**config.mk**
```make
export PLATFORM = sky130hd
export DESIGN_NAME = vga_pixel_pipe
export DESIGN_NICKNAME = d
export VERILOG_FILES = /design/src/rtl/vga_pkg.sv /design/src/rtl/delay_line.sv /design/src/rtl/vga_pixel_pipe.sv
export SDC_FILE = /design/constraint.sdc
export NUM_CORES = 1
export LEC_CHECK = 0
export BUFFER_PORTS_ARGS = -buffer_cell sky130_fd_sc_hd__buf_2
export CAP_MARGIN = 20
export CORE_MARGIN = 3
export CORE_UTILIZATION = 30
export DETAILED_ROUTE_END_ITERATION = 6
export PLACE_DENSITY_LB_ADDON = 0.15
export SKIP_LAST_GASP = 1
export SYNTH_ARGS = -nofsm -noshare
export SYNTH_HDL_FRONTEND = slang
export SYNTH_SLANG_ARGS = --single-unit
export TNS_END_PERCENT = 100
```
**constraint.sdc**
```tcl
create_clock -name clk_50 -period 2.4 [get_ports clk_50]
set_clock_uncertainty 0.1 [all_clocks]
set_input_delay 0.24 -clock clk_50 [delete_from_list [all_inputs] [get_ports clk_50]]
set_output_delay 0.24 -clock clk_50 [all_outputs]
set_load 0.01 [all_outputs]
```
**src/rtl/vga_pkg.sv**
```systemverilog
// Shared types and constants for the VGA display pixel pipeline.
// Source codes, selection FSM states and raster geometry.
package vga_pkg;

  typedef enum logic [1:0] {
    SRC_LIVE,
    SRC_STATIC,
    SRC_SOBEL,
    SRC_RAMP
  } pix_src_t;

  typedef enum logic {
    STABLE,
    PENDING
  } sel_state_t;

  localparam int H_ACTIVE     = 640;
  localparam int V_ACTIVE     = 480;
  localparam int FRAME_PIXELS = 307200;

endpackage

```
**src/rtl/delay_line.sv**
```systemverilog
// Synchronous-reset shift register of DEPTH stages.
// Every stage parks at RESET_VAL while reset is high.
module delay_line #(
  parameter int               WIDTH     = 1,
  parameter int               DEPTH     = 1,
  parameter logic [WIDTH-1:0] RESET_VAL = '0
) (
  input  logic             clk_50,
  input  logic             reset,
  input  logic [WIDTH-1:0] din,
  output logic [WIDTH-1:0] dout
);

  logic [WIDTH-1:0] stage [DEPTH];

  // Advance one stage per clock; reset clears all stages to idle
  always_ff @(posedge clk_50) begin
    if (reset) begin
      for (int i = 0; i < DEPTH; i++) begin
        stage[i] <= RESET_VAL;
      end
    end else begin
      stage[0] <= din;
      for (int i = 1; i < DEPTH; i++) begin
        stage[i] <= stage[i-1];
      end
    end
  end

  assign dout = stage[DEPTH-1];

endmodule

```
**src/rtl/vga_pixel_pipe.sv**
```systemverilog
// Raster position to BRAM address, latency-matched sync and colour,
// box overlay and frame-synchronous source selection.
module vga_pixel_pipe #(
  parameter int READ_LAT = 1,
  parameter int H_ACTIVE = 640,
  parameter int V_ACTIVE = 480
) (
  input  logic        clk_50,
  input  logic        reset,
  input  logic [9:0]  row,
  input  logic [9:0]  col,
  input  logic        HS,
  input  logic        VS,
  input  logic        blank,
  input  logic        draw_box,
  input  logic [1:0]  sel_req,
  input  logic [3:0]  pix_live,
  input  logic [3:0]  pix_static,
  input  logic [3:0]  pix_sobel,
  output logic [18:0] frame_addr,
  output logic [3:0]  vga_r,
  output logic [3:0]  vga_g,
  output logic [3:0]  vga_b,
  output logic        vga_hs,
  output logic        vga_vs,
  output logic        frame_start,
  output logic [1:0]  sel_active,
  output logic [7:0]  frame_count
);

  import vga_pkg::*;

  localparam int         DLY   = 1 + READ_LAT;
  localparam logic [9:0] H_LIM = 10'(H_ACTIVE);
  localparam logic [9:0] V_LIM = 10'(V_ACTIVE);

  logic [18:0] row_x;
  logic [18:0] col_x;
  logic [18:0] addr_sum;
  logic        in_active;

  assign row_x     = {9'd0, row};
  assign col_x     = {9'd0, col};
  assign addr_sum  = (row_x << 9) + (row_x << 7) + col_x;
  assign in_active = (row < V_LIM) && (col < H_LIM);

  // Stage A: row*640+col by shift-add, parked at 0 off-screen
  always_ff @(posedge clk_50) begin
    if (reset) begin
      frame_addr <= '0;
    end else begin
      frame_addr <= in_active ? addr_sum : '0;
    end
  end

  logic [9:0] row_q;

  // Previous row, used to spot the wrap back to line 0
  always_ff @(posedge clk_50) begin
    if (reset) begin
      row_q <= '0;
    end else begin
      row_q <= row;
    end
  end

  assign frame_start = !reset && (row_q != '0) && (row == '0);

  // Frames started since reset, wrapping at 256
  always_ff @(posedge clk_50) begin
    if (reset) begin
      frame_count <= '0;
    end else if (frame_start) begin
      frame_count <= frame_count + 8'd1;
    end
  end

  sel_state_t state;
  sel_state_t state_n;
  logic [1:0] sel_n;

  // Selection state and committed source
  always_ff @(posedge clk_50) begin
    if (reset) begin
      state      <= STABLE;
      sel_active <= 2'(SRC_STATIC);
    end else begin
      state      <= state_n;
      sel_active <= sel_n;
    end
  end

  // Hold a request until the next frame boundary, then commit
  always_comb begin
    state_n = state;
    sel_n   = sel_active;
    unique case (state)
      STABLE: begin
        if (sel_req != sel_active) begin
          state_n = PENDING;
        end
      end
      PENDING: begin
        if (frame_start) begin
          sel_n   = sel_req;
          state_n = STABLE;
        end else if (sel_req == sel_active) begin
          state_n = STABLE;
        end
      end
    endcase
  end

  logic [3:0] ctl_d;
  logic [1:0] sel_d;
  logic [3:0] col_d;

  delay_line #(
    .WIDTH     (4),
    .DEPTH     (DLY),
    .RESET_VAL (4'b1110)
  ) u_ctl_dly (
    .clk_50 (clk_50),
    .reset  (reset),
    .din    ({HS, VS, blank, draw_box}),
    .dout   (ctl_d)
  );

  delay_line #(
    .WIDTH     (2),
    .DEPTH     (DLY),
    .RESET_VAL (2'(SRC_STATIC))
  ) u_sel_dly (
    .clk_50 (clk_50),
    .reset  (reset),
    .din    (sel_n),
    .dout   (sel_d)
  );

  delay_line #(
    .WIDTH     (4),
    .DEPTH     (DLY),
    .RESET_VAL (4'd0)
  ) u_col_dly (
    .clk_50 (clk_50),
    .reset  (reset),
    .din    (col[9:6]),
    .dout   (col_d)
  );

  logic [3:0] pix_sel;
  logic [3:0] colour;

  // Source mux and overlay priority: blank, then box, then pixel
  always_comb begin
    pix_sel = '0;
    unique case (pix_src_t'(sel_d))
      SRC_LIVE:   pix_sel = pix_live;
      SRC_STATIC: pix_sel = pix_static;
      SRC_SOBEL:  pix_sel = pix_sobel;
      SRC_RAMP:   pix_sel = col_d;
    endcase
    if (ctl_d[1]) begin
      colour = 4'h0;
    end else if (ctl_d[0]) begin
      colour = 4'hF;
    end else begin
      colour = pix_sel;
    end
  end

  // Stage C output register: grayscale colour and delayed sync
  always_ff @(posedge clk_50) begin
    if (reset) begin
      vga_r  <= '0;
      vga_g  <= '0;
      vga_b  <= '0;
      vga_hs <= 1'b1;
      vga_vs <= 1'b1;
    end else begin
      vga_r  <= colour;
      vga_g  <= colour;
      vga_b  <= colour;
      vga_hs <= ctl_d[3];
      vga_vs <= ctl_d[2];
    end
  end

endmodule

```
Word level (Yosys, flattened, before mapping)
Memories as Yosys holds them, arrays and structs flattened.
Index checks and enable logic that the tools add are counted.
{"block": "word_totals", "reg_bits": 46, "ramBits": 20, "inputBits": 40, "out_inout_bits": 44, "wordCells": 55, "mem_count": 3}
{"memory": "u_col_dly.stage", "depth": 2, "word_bits": 4, "read_ports": 2, "rd_ports_with_merged_regs": 0, "write_ports": 2, "line": "delay_line.sv:14", "rtl": "logic [WIDTH-1:0] stage [DEPTH];"}
{"memory": "u_ctl_dly.stage", "depth": 2, "word_bits": 4, "read_ports": 2, "rd_ports_with_merged_regs": 0, "write_ports": 2, "line": "delay_line.sv:14"}
{"memory": "u_sel_dly.stage", "depth": 2, "word_bits": 2, "read_ports": 2, "rd_ports_with_merged_regs": 0, "write_ports": 2, "line": "delay_line.sv:14"}
{"block": "op_classes", "add_sub_neg": 3, "order_cmp": 2, "n_eq_ne": 5, "muxes": 17, "bitwise_logic": 8, "reduce_logical": 9}
{"operator": "4-bit two-way mux", "n": 5}
{"operator": "19-bit by 10-bit adder with 19-bit output", "n": 1}
{"operator": "19-bit by 17-bit adder with 19-bit output", "n": 1}
{"operator": "4-bit case mux with 4 select lines", "n": 1}
{"operator": "10-bit zero test", "n": 1}
{"operator": "10-bit less-than comparator (second input constant)", "n": 1}
{"operator": "10-bit by 9-bit less-than comparator with 1-bit output (second input constant)", "n": 1}
{"operator": "10-bit nonzero test", "n": 1}
{"operator": "8-bit by 1-bit adder with 8-bit output (second input constant)", "n": 1}
{"operator": "2-bit two-way mux", "n": 4}
{"operator": "1-bit two-way mux", "n": 6}
{"operator": "1-bit bitwise OR", "n": 6}
{"operator": "2-bit == test (second input constant)", "n": 2}
{"operator": "2-bit OR reduction", "n": 2}
{"operator": "1-bit logical AND", "n": 3}
{"operator": "2-bit by 1-bit == test with 1-bit output (second input constant)", "n": 1}
{"operator": "2-bit == test", "n": 1}
{"operator": "2-bit zero test", "n": 1}
{"operator": "2-bit inequality test", "n": 1}
{"operator": "1-bit NOT", "n": 2}
{"operator": "1-bit case mux with 2 select lines", "n": 1}
{"operator": "1-bit zero test", "n": 1}

Depth between registers and ports, before layout
Gate-level depths: netlist of run 1.
{"block": "logic_depth", "ltp_word": 6, "ltp_mapped": 8, "mapped_depth_nobuf": 8}

Hierarchy
From an unflattened synthesis of run 1, not the netlist that was laid out.
{"block": "unflattened", "cells_unflattened": 276, "area_unflattened_um2": 2884.0}
{"module": "vga_pixel_pipe", "n_inst": 1, "cells_each": 226, "area_each_um2": 2283.4, "seq_area_each_um2": 920.9}
{"module": "delay_line at u_col_dly ...", "n_inst": 2, "cells_each": 20, "area_each_um2": 240.2, "seq_area_each_um2": 160.2}
{"module": "delay_line at u_sel_dly", "n_inst": 1, "cells_each": 10, "area_each_um2": 120.1, "seq_area_each_um2": 80.1}

Worst setup path after synthesis of run 1
No wires, ideal clock.
{"block": "synth_timing", "kind": "input to register", "start": "input port row[0]", "end": "register frame_addr[16]", "setup_ps": 72, "arrival_ps": 2049, "required_time_ps": 2228, "path_slack_ps": 180, "cell_stages": 8, "path_buffers": 0, "path_cell_list": "inv_1 fa_1 inv_1 fa_1 a21o_1 a21o_1 a21oi_1 mux2i_1"}
{"block": "synth_between", "elab_chain_cells": 4, "elab_cells_between_ends": 6, "cone_classes": "2 x add/sub; 1 x order compare; 1 x bitwise; 2 x reduce/logical"}
{"element": "start: declaration", "line": "vga_pixel_pipe.sv:10", "rtl": "input logic [9:0] row,"}
{"element": "parallel branches: the longest is 4 deep, another holds 19-bit by 17-bit adder with 19-bit output"}
{"element": "end signal: assignment", "line": "vga_pixel_pipe.sv:52", "rtl": "frame_addr <= in_active ? addr_sum : '0;"}
{"element": "end: declaration", "line": "vga_pixel_pipe.sv:20", "rtl": "output logic [18:0] frame_addr,"}
Parallel ways; which one is timed is not known.
A chain may end at the register's enable or synchronous reset.

Final worst setup path of run 1
{"block": "layout_timing", "start": "register row_q[1]", "end": "output port frame_start"}
{"block": "layout_between", "elab_chain_cells": 3}
{"element": "start: declaration", "line": "vga_pixel_pipe.sv:56", "rtl": "logic [9:0] row_q;"}
{"element": "start signal: assignment", "line": "vga_pixel_pipe.sv:63", "rtl": "row_q <= row;"}
{"element": "10-bit nonzero test", "line": "vga_pixel_pipe.sv:67", "rtl": "assign frame_start = !reset && (row_q != '0) && (row == '0);"}
{"element": "1-bit logical AND (2 in a row)", "line": "vga_pixel_pipe.sv:67"}
{"element": "end: declaration", "line": "vga_pixel_pipe.sv:26", "rtl": "output logic frame_start,"}
No other way between the ends.

==> metrics, run 1 <==
status=complete, no violations; Inst Count DP=452; ordered cell list for the critical path=nor4_1 -> and4_1 -> nor2_1 -> buf_2; Sink Count=64; RSZ-0062 raised after global routing=false; total number of vias=about 2,200; Die X=slightly above 100 um; I/O Pins=between 80 and 90; Post-CTS Resized=0; root buffer cell=clkbuf_8; flops & latches, synth=64; gr usage total=about an eighth; endpoint class of the critical path=output port; gp weighted congestion=around 0.83; first-pass GRT wire length=10.2 mm; setup TNS=0 ns; Synth area leader=dfxtp_1; Core Area=slightly below 0.009 mm^2; clock slew at reported path FFs=about 0.07 ns; Slowest-stage cell, CP=and4_1; setup bufs post-CTS=0; largest stage delay on the critical path=between 0.4 and 0.5 ns; worst-margin pin slew=~0.63 ns; commonest cells in the netlist=64 x dfxtp_1, 24 x nor2_1, 23 x nor2b_1; fin crit period=around 2.1 ns; Total Wirelength=slightly above 6 mm; Overflow after GRT=0; Area contributors post-synth=dfxtp_1 46%, ha_1 9.0%, nor2b_1 5.2%; DRC viols=0; Layout area overhead=29.2%; Vias/cell=around 4.5; EDFF count, synth=0; ys async rst share=0%; CTS Hold Bufs=10; Synth Cell Area=between 0.002 and 0.003 mm^2; worst-path maximum fanout=10; data required time of the worst path=2.06 ns; Avg Inst Size Synth=between 10 and 15 um^2; most frequent cell after synthesis=dfxtp_1; syn nets=335; CTS tree=built; top cell type's share of synthesized area=46.0%; starting density of the core=between 30% and 40%; post-route ant nets=0; Wirelength per Cell=12.7 um; CP Launch Type=flop; clk buf depth=2; register area share after synthesis=a little under half; drt first-iter violations=52; FP Rows=34; P_leak=1.65 nW; pwr/cell area=between 600 and 700 mW/mm^2; die area=around 0.010 mm^2; worst hold path class=in2reg; IO Port Bufs=83; H-tree depth=3; fill cell count=between 900 and 1,000; worst skew pair latency=roughly 0.33 ns; crit path kind=reg2out; Finished Layout Cells=around 480; cts bufs inserted=9; max-cap violations=0; WHS=~0.032 ns; Post-Synthesis Cells=between 200 and 300; Die H=between 100 and 150 um; DP HPWL=between 4 and 5 mm; initial antenna violation count=0; vias in the first global route=~2,200; slew margin rel.=58.2%; Nets=around 430; VDD IR-drop max=between 0.2 and 0.25 mV; # setup viols final=0; Final Hold Viols=0; CP arrival=between 1.5 and 2 ns; Max Slew Vio Count=0; synth warn=0; worst setup margin=roughly 0.29 ns; layout cells sized above 1=32.4%; period utilization=around 90%; Main synth FF type=dfxtp_1; FMAX=about 470 MHz; First-pass DRT Iterations=4; largest net degree at the start of global routing=48; pre-CTS setup slack=-0.0629 ns; Netlist cell types=39
-- state kept, by name (all words and copies together), names as in the netlist --
signal           count
vga_b                4
row_q               10
u_ctl_dly.stage      8
state                1
frame_addr          19
u_col_dly.stage      8
vga_vs               1
frame_count          8
vga_hs               1
u_sel_dly.stage      3
sel_active           1
-- worst paths after layout --
path                         startpoint  cells after the start  slack, ns                     to
hold reg to reg   u_ctl_dly.stage[0][2]                      1       0.31  u_ctl_dly.stage[0][6]
hold / removal                 draw_box                      2       0.03  u_ctl_dly.stage[0][0]
setup reg to reg               row_q[1]                      4       0.58         frame_count[7]
setup / recovery               row_q[1]                      4       0.29            frame_start
-- layout make-up --
| type | instances | area, um^2 | area share [%] |
|---|---|---|---|
| diodes | 1 | 2.50 | 0.0696 |
| repair buffers | 97 | 546 | 15.2 |
| clock inverters | 5 | 80.1 | 2.23 |
| multi-input cells | 186 | 1380 | 38.5 |
| inverters | 7 | 26.3 | 0.731 |
| clock buffers | 11 | 141 | 3.93 |
| well taps | 108 | 135 | 3.76 |
| flip-flops and latches | 64 | 1280 | 35.6 |
-- critical path: cells and delay by family (launching register included) --
family                 cells  cell delay (ns)
buffers and inverters      1             0.15
AND/OR/NAND/NOR            3             0.98
flip-flops                 1             0.30
-- power breakdown --
| part | switching [mW] | internal, mW |
|---|---|---|
| clock | 0.419 | 0.612 |
| combinational | 0.167 | 0.154 |
| sequential | 0.0104 | 1.10 |
-- through the flow --
stage / power, mW / util (%) / cell area [um^2]
3_5_place_dp: 1.45 / 37.0 / 3270
5_1_grt: 2.61 / 40.6 / 3590
2_1_floorplan: 1.34 / - / 2780
3_3_place_gp: 1.45 / 37.0 / 3270
4_1_cts: 2.51 / 40.6 / 3590
6_report: 2.46 / 40.6 / 3600
-- cell families (layout without fill, tap and decap cells) --
kind of cell	after synthesis	after routing	synth area share (%)
compound gates	37	37	8.05
xor+xnor	5	5	1.57
fa+ha+maj	22	22	10.4
buf+inv	23	120	4.23
flops	64	64	46.0
mux	13	13	6.70
other cells	0	1	0
simple gates	109	109	23.0
-- cell usage in the layout, fill, tap and decap left out, drive strengths merged, types with 7 or more instances in the layout --
cell,n
a21oi,11
and2,11
buf,87
clkbuf,11
dfxtp,64
dlygate4sd3,10
ha,20
inv,7
nand2,9
nand3,8
nor2,24
nor2b,23
o21ai,11
or2,9
-- layer usage --
| layer | track usage, % | up-vias | share of wire, % |
|---|---|---|---|
| li1 | - | 1121 | - |
| met1 | 15.4 | 994 | 46 |
| met2 | 20.6 | 53 | 46 |
| met3 | 3.55 | 11 | 5.4 |
| met4 | 6.05 | 0 | 2.0 |
| met5 | 0 | - | 0 |
Power figures use the tool's default switching activity.
==> run 2, diff against run 1 <==
--- a/config.mk
+++ b/config.mk
@@ -10,7 +10,6 @@
 export CORE_MARGIN = 3
 export CORE_UTILIZATION = 30
 export DETAILED_ROUTE_END_ITERATION = 6
-export PLACE_DENSITY_LB_ADDON = 0.15
 export SKIP_LAST_GASP = 1
 export SYNTH_ARGS = -nofsm -noshare
 export SYNTH_HDL_FRONTEND = slang
==> run 2 against run 1 <==
Net effect: clock power up 12%; setup slack better by 0.018 ns; final cell count fell by 0.42%; critical path type unchanged; fmax up 0.84%; core utilization increased by 0.21 points; wire length decreased by 1.3%.
==> metrics, run 2 (synthesis results as in run 1) <==
max-cap violations=0 (unchanged); endpoint class of the critical path=output port (unchanged); Vias/cell=4.62 (was 4.55); crit path kind=reg2out (unchanged); gr usage total=12.2% (was 12.7%); Placed Area=0.00327 mm^2 (unchanged); # setup viols final=0 (unchanged); cts bufs inserted=9 (unchanged); post-route ant nets=0 (unchanged); gp weighted congestion=0.868 (was 0.826); period utilization=87.2% (was 88.0%); H-tree depth=3 (unchanged); Seq. cell area=0.00128 mm^2 (unchanged); total number of vias=2,205 (was 2,179); fill cell count=891 (was 909); commonest non-fill, non-tap cells in the layout=83 x buf_2, 64 x dfxtp_1, 24 x nor2_1, 23 x nor2b_1, 20 x ha_1 (unchanged); First-pass DRT Iterations=4 (unchanged); first-pass GRT wire length=9.89 mm (was 10.2 mm); Nets=426 (was 427); CP Launch Type=flop (unchanged); Layout area overhead=29.9% (was 29.2%); VDD IR-drop max=0.294 mV (was 0.236 mV); pwr/cell area=715 mW/mm^2 (was 685 mW/mm^2); most common cell after layout, fill and taps aside=buf_2 (unchanged); status=complete, no violations (unchanged); worst skew pair latency=0.34 ns (was 0.33 ns); Die H=102 um (unchanged); biggest regs=frame_addr (19), row_q (10) (unchanged); Max Slew Vio Count=0 (unchanged); setup TNS=0 ns (unchanged); FP Rows=34 (unchanged); starting density of the core=31.4% (unchanged); Wirelength per Cell=12.6 um (was 12.7 um); I/O Pins=84 (unchanged); clock slew at reported path FFs=0.08 ns (was 0.07 ns); Largest register FFs=19 (unchanged); CP arrival=1.75 ns (was 1.77 ns); die area=0.0105 mm^2 (unchanged); Die X=102 um (unchanged); drt first-iter violations=41 (was 52); IO Port Bufs=83 (unchanged); ANT cells=0 (was 1); Biggest register=frame_addr (unchanged); Post-CTS Resized=0 (unchanged); layout cells sized above 1=32.8% (was 32.4%); DRC viols=0 (unchanged); vias in the first global route=2,154 (was 2,177); Sink Count=64 (unchanged); Final Hold Viols=0 (unchanged); Total Wirelength=6.01 mm (was 6.10 mm); CTS tree=built (unchanged); Core Area=0.00885 mm^2 (unchanged); CTS Hold Bufs=9 (was 10); Overflow after GRT=0 (unchanged); data required time of the worst path=2.06 ns (about the same); largest net degree at the start of global routing=48 (unchanged); worst hold path class=in2reg (unchanged); RSZ-0062 raised after global routing=false (unchanged); fin crit period=2.09 ns (was 2.11 ns); root buffer cell=clkbuf_8 (unchanged); worst-margin pin slew=0.624 ns (was 0.627 ns); FMAX=478 MHz (was 474 MHz); Final Instance Area=0.00361 mm^2 (was 0.00360 mm^2); setup bufs post-CTS=0 (unchanged); clk buf depth=2 (unchanged); initial antenna violation count=0 (unchanged); slew margin rel.=58.4% (was 58.2%); DP HPWL=4.52 mm (was 4.58 mm); multi-input gate area in the final layout=0.00138 mm^2 (unchanged); P_leak=1.67 nW (was 1.65 nW); worst-path maximum fanout=10 (unchanged)
run 2: critical path: stages, from the launching register on:
cell,delay [ns]
dfxtp_1,0.30
nor4_1,0.39
and4_1,0.45
nor2_1,0.11
buf_2,0.15
run 2: worst paths after layout:
check | from | endpoint | slack [ns] | cells past startpoint
setup / recovery | row_q[1] | frame_start | 0.31 | 4
hold / removal | col[0] | frame_addr[0] | 0.02 | 2
setup reg to reg | row_q[1] | frame_count[5] | 0.57 | 4
hold reg to reg | u_ctl_dly.stage[0][3] | u_ctl_dly.stage[0][7] | 0.31 | 1
run 2: layer usage:
layer  track usage (%)  up-vias  wire length, um
met5                 0        -                0
met4              5.65        0              102
met3              3.00        8              342
met2              20.3       61             2880
met1              14.9     1019             2690
li1                  -     1117                -
run 2: metrics by stage:
| step | total power [mW] | cells | util, % | hold WS, ns | worst slack (ns) |
|---|---|---|---|---|---|
| final | 2.58 | 477 | 40.9 | 0.0160 | 0.306 |
| after global routing | 2.71 | 477 | 40.9 | 0.0168 | 0.126 |
| after CTS | 2.63 | 477 | 40.9 | 0.00236 | 0.236 |
| after detailed placement | 1.45 | 452 | 37.0 | 0.292 | -0.0211 |
| after global placement | 1.45 | 452 | 37.0 | 0.292 | 0.0355 |
| after floorplan | 1.34 | 273 | - | 0.244 | 0.180 |
run 2: report_power, final:
group          internal [mW]  switching (mW)  total, mW  leakage, nW
clock network          0.723           0.428       1.15        0.123
registers               1.10          0.0108       1.11        0.525
logic                  0.153           0.166      0.320         1.02
run 2: layout make-up:
class	count	area share, %
Multi-Input combinational cell	186	38.3
Timing Repair Buffer	96	14.8
Tap cell	108	3.74
Inverter	7	0.727
Sequential cell	64	35.4
Clock inverter	6	3.18
Clock buffer	10	3.81
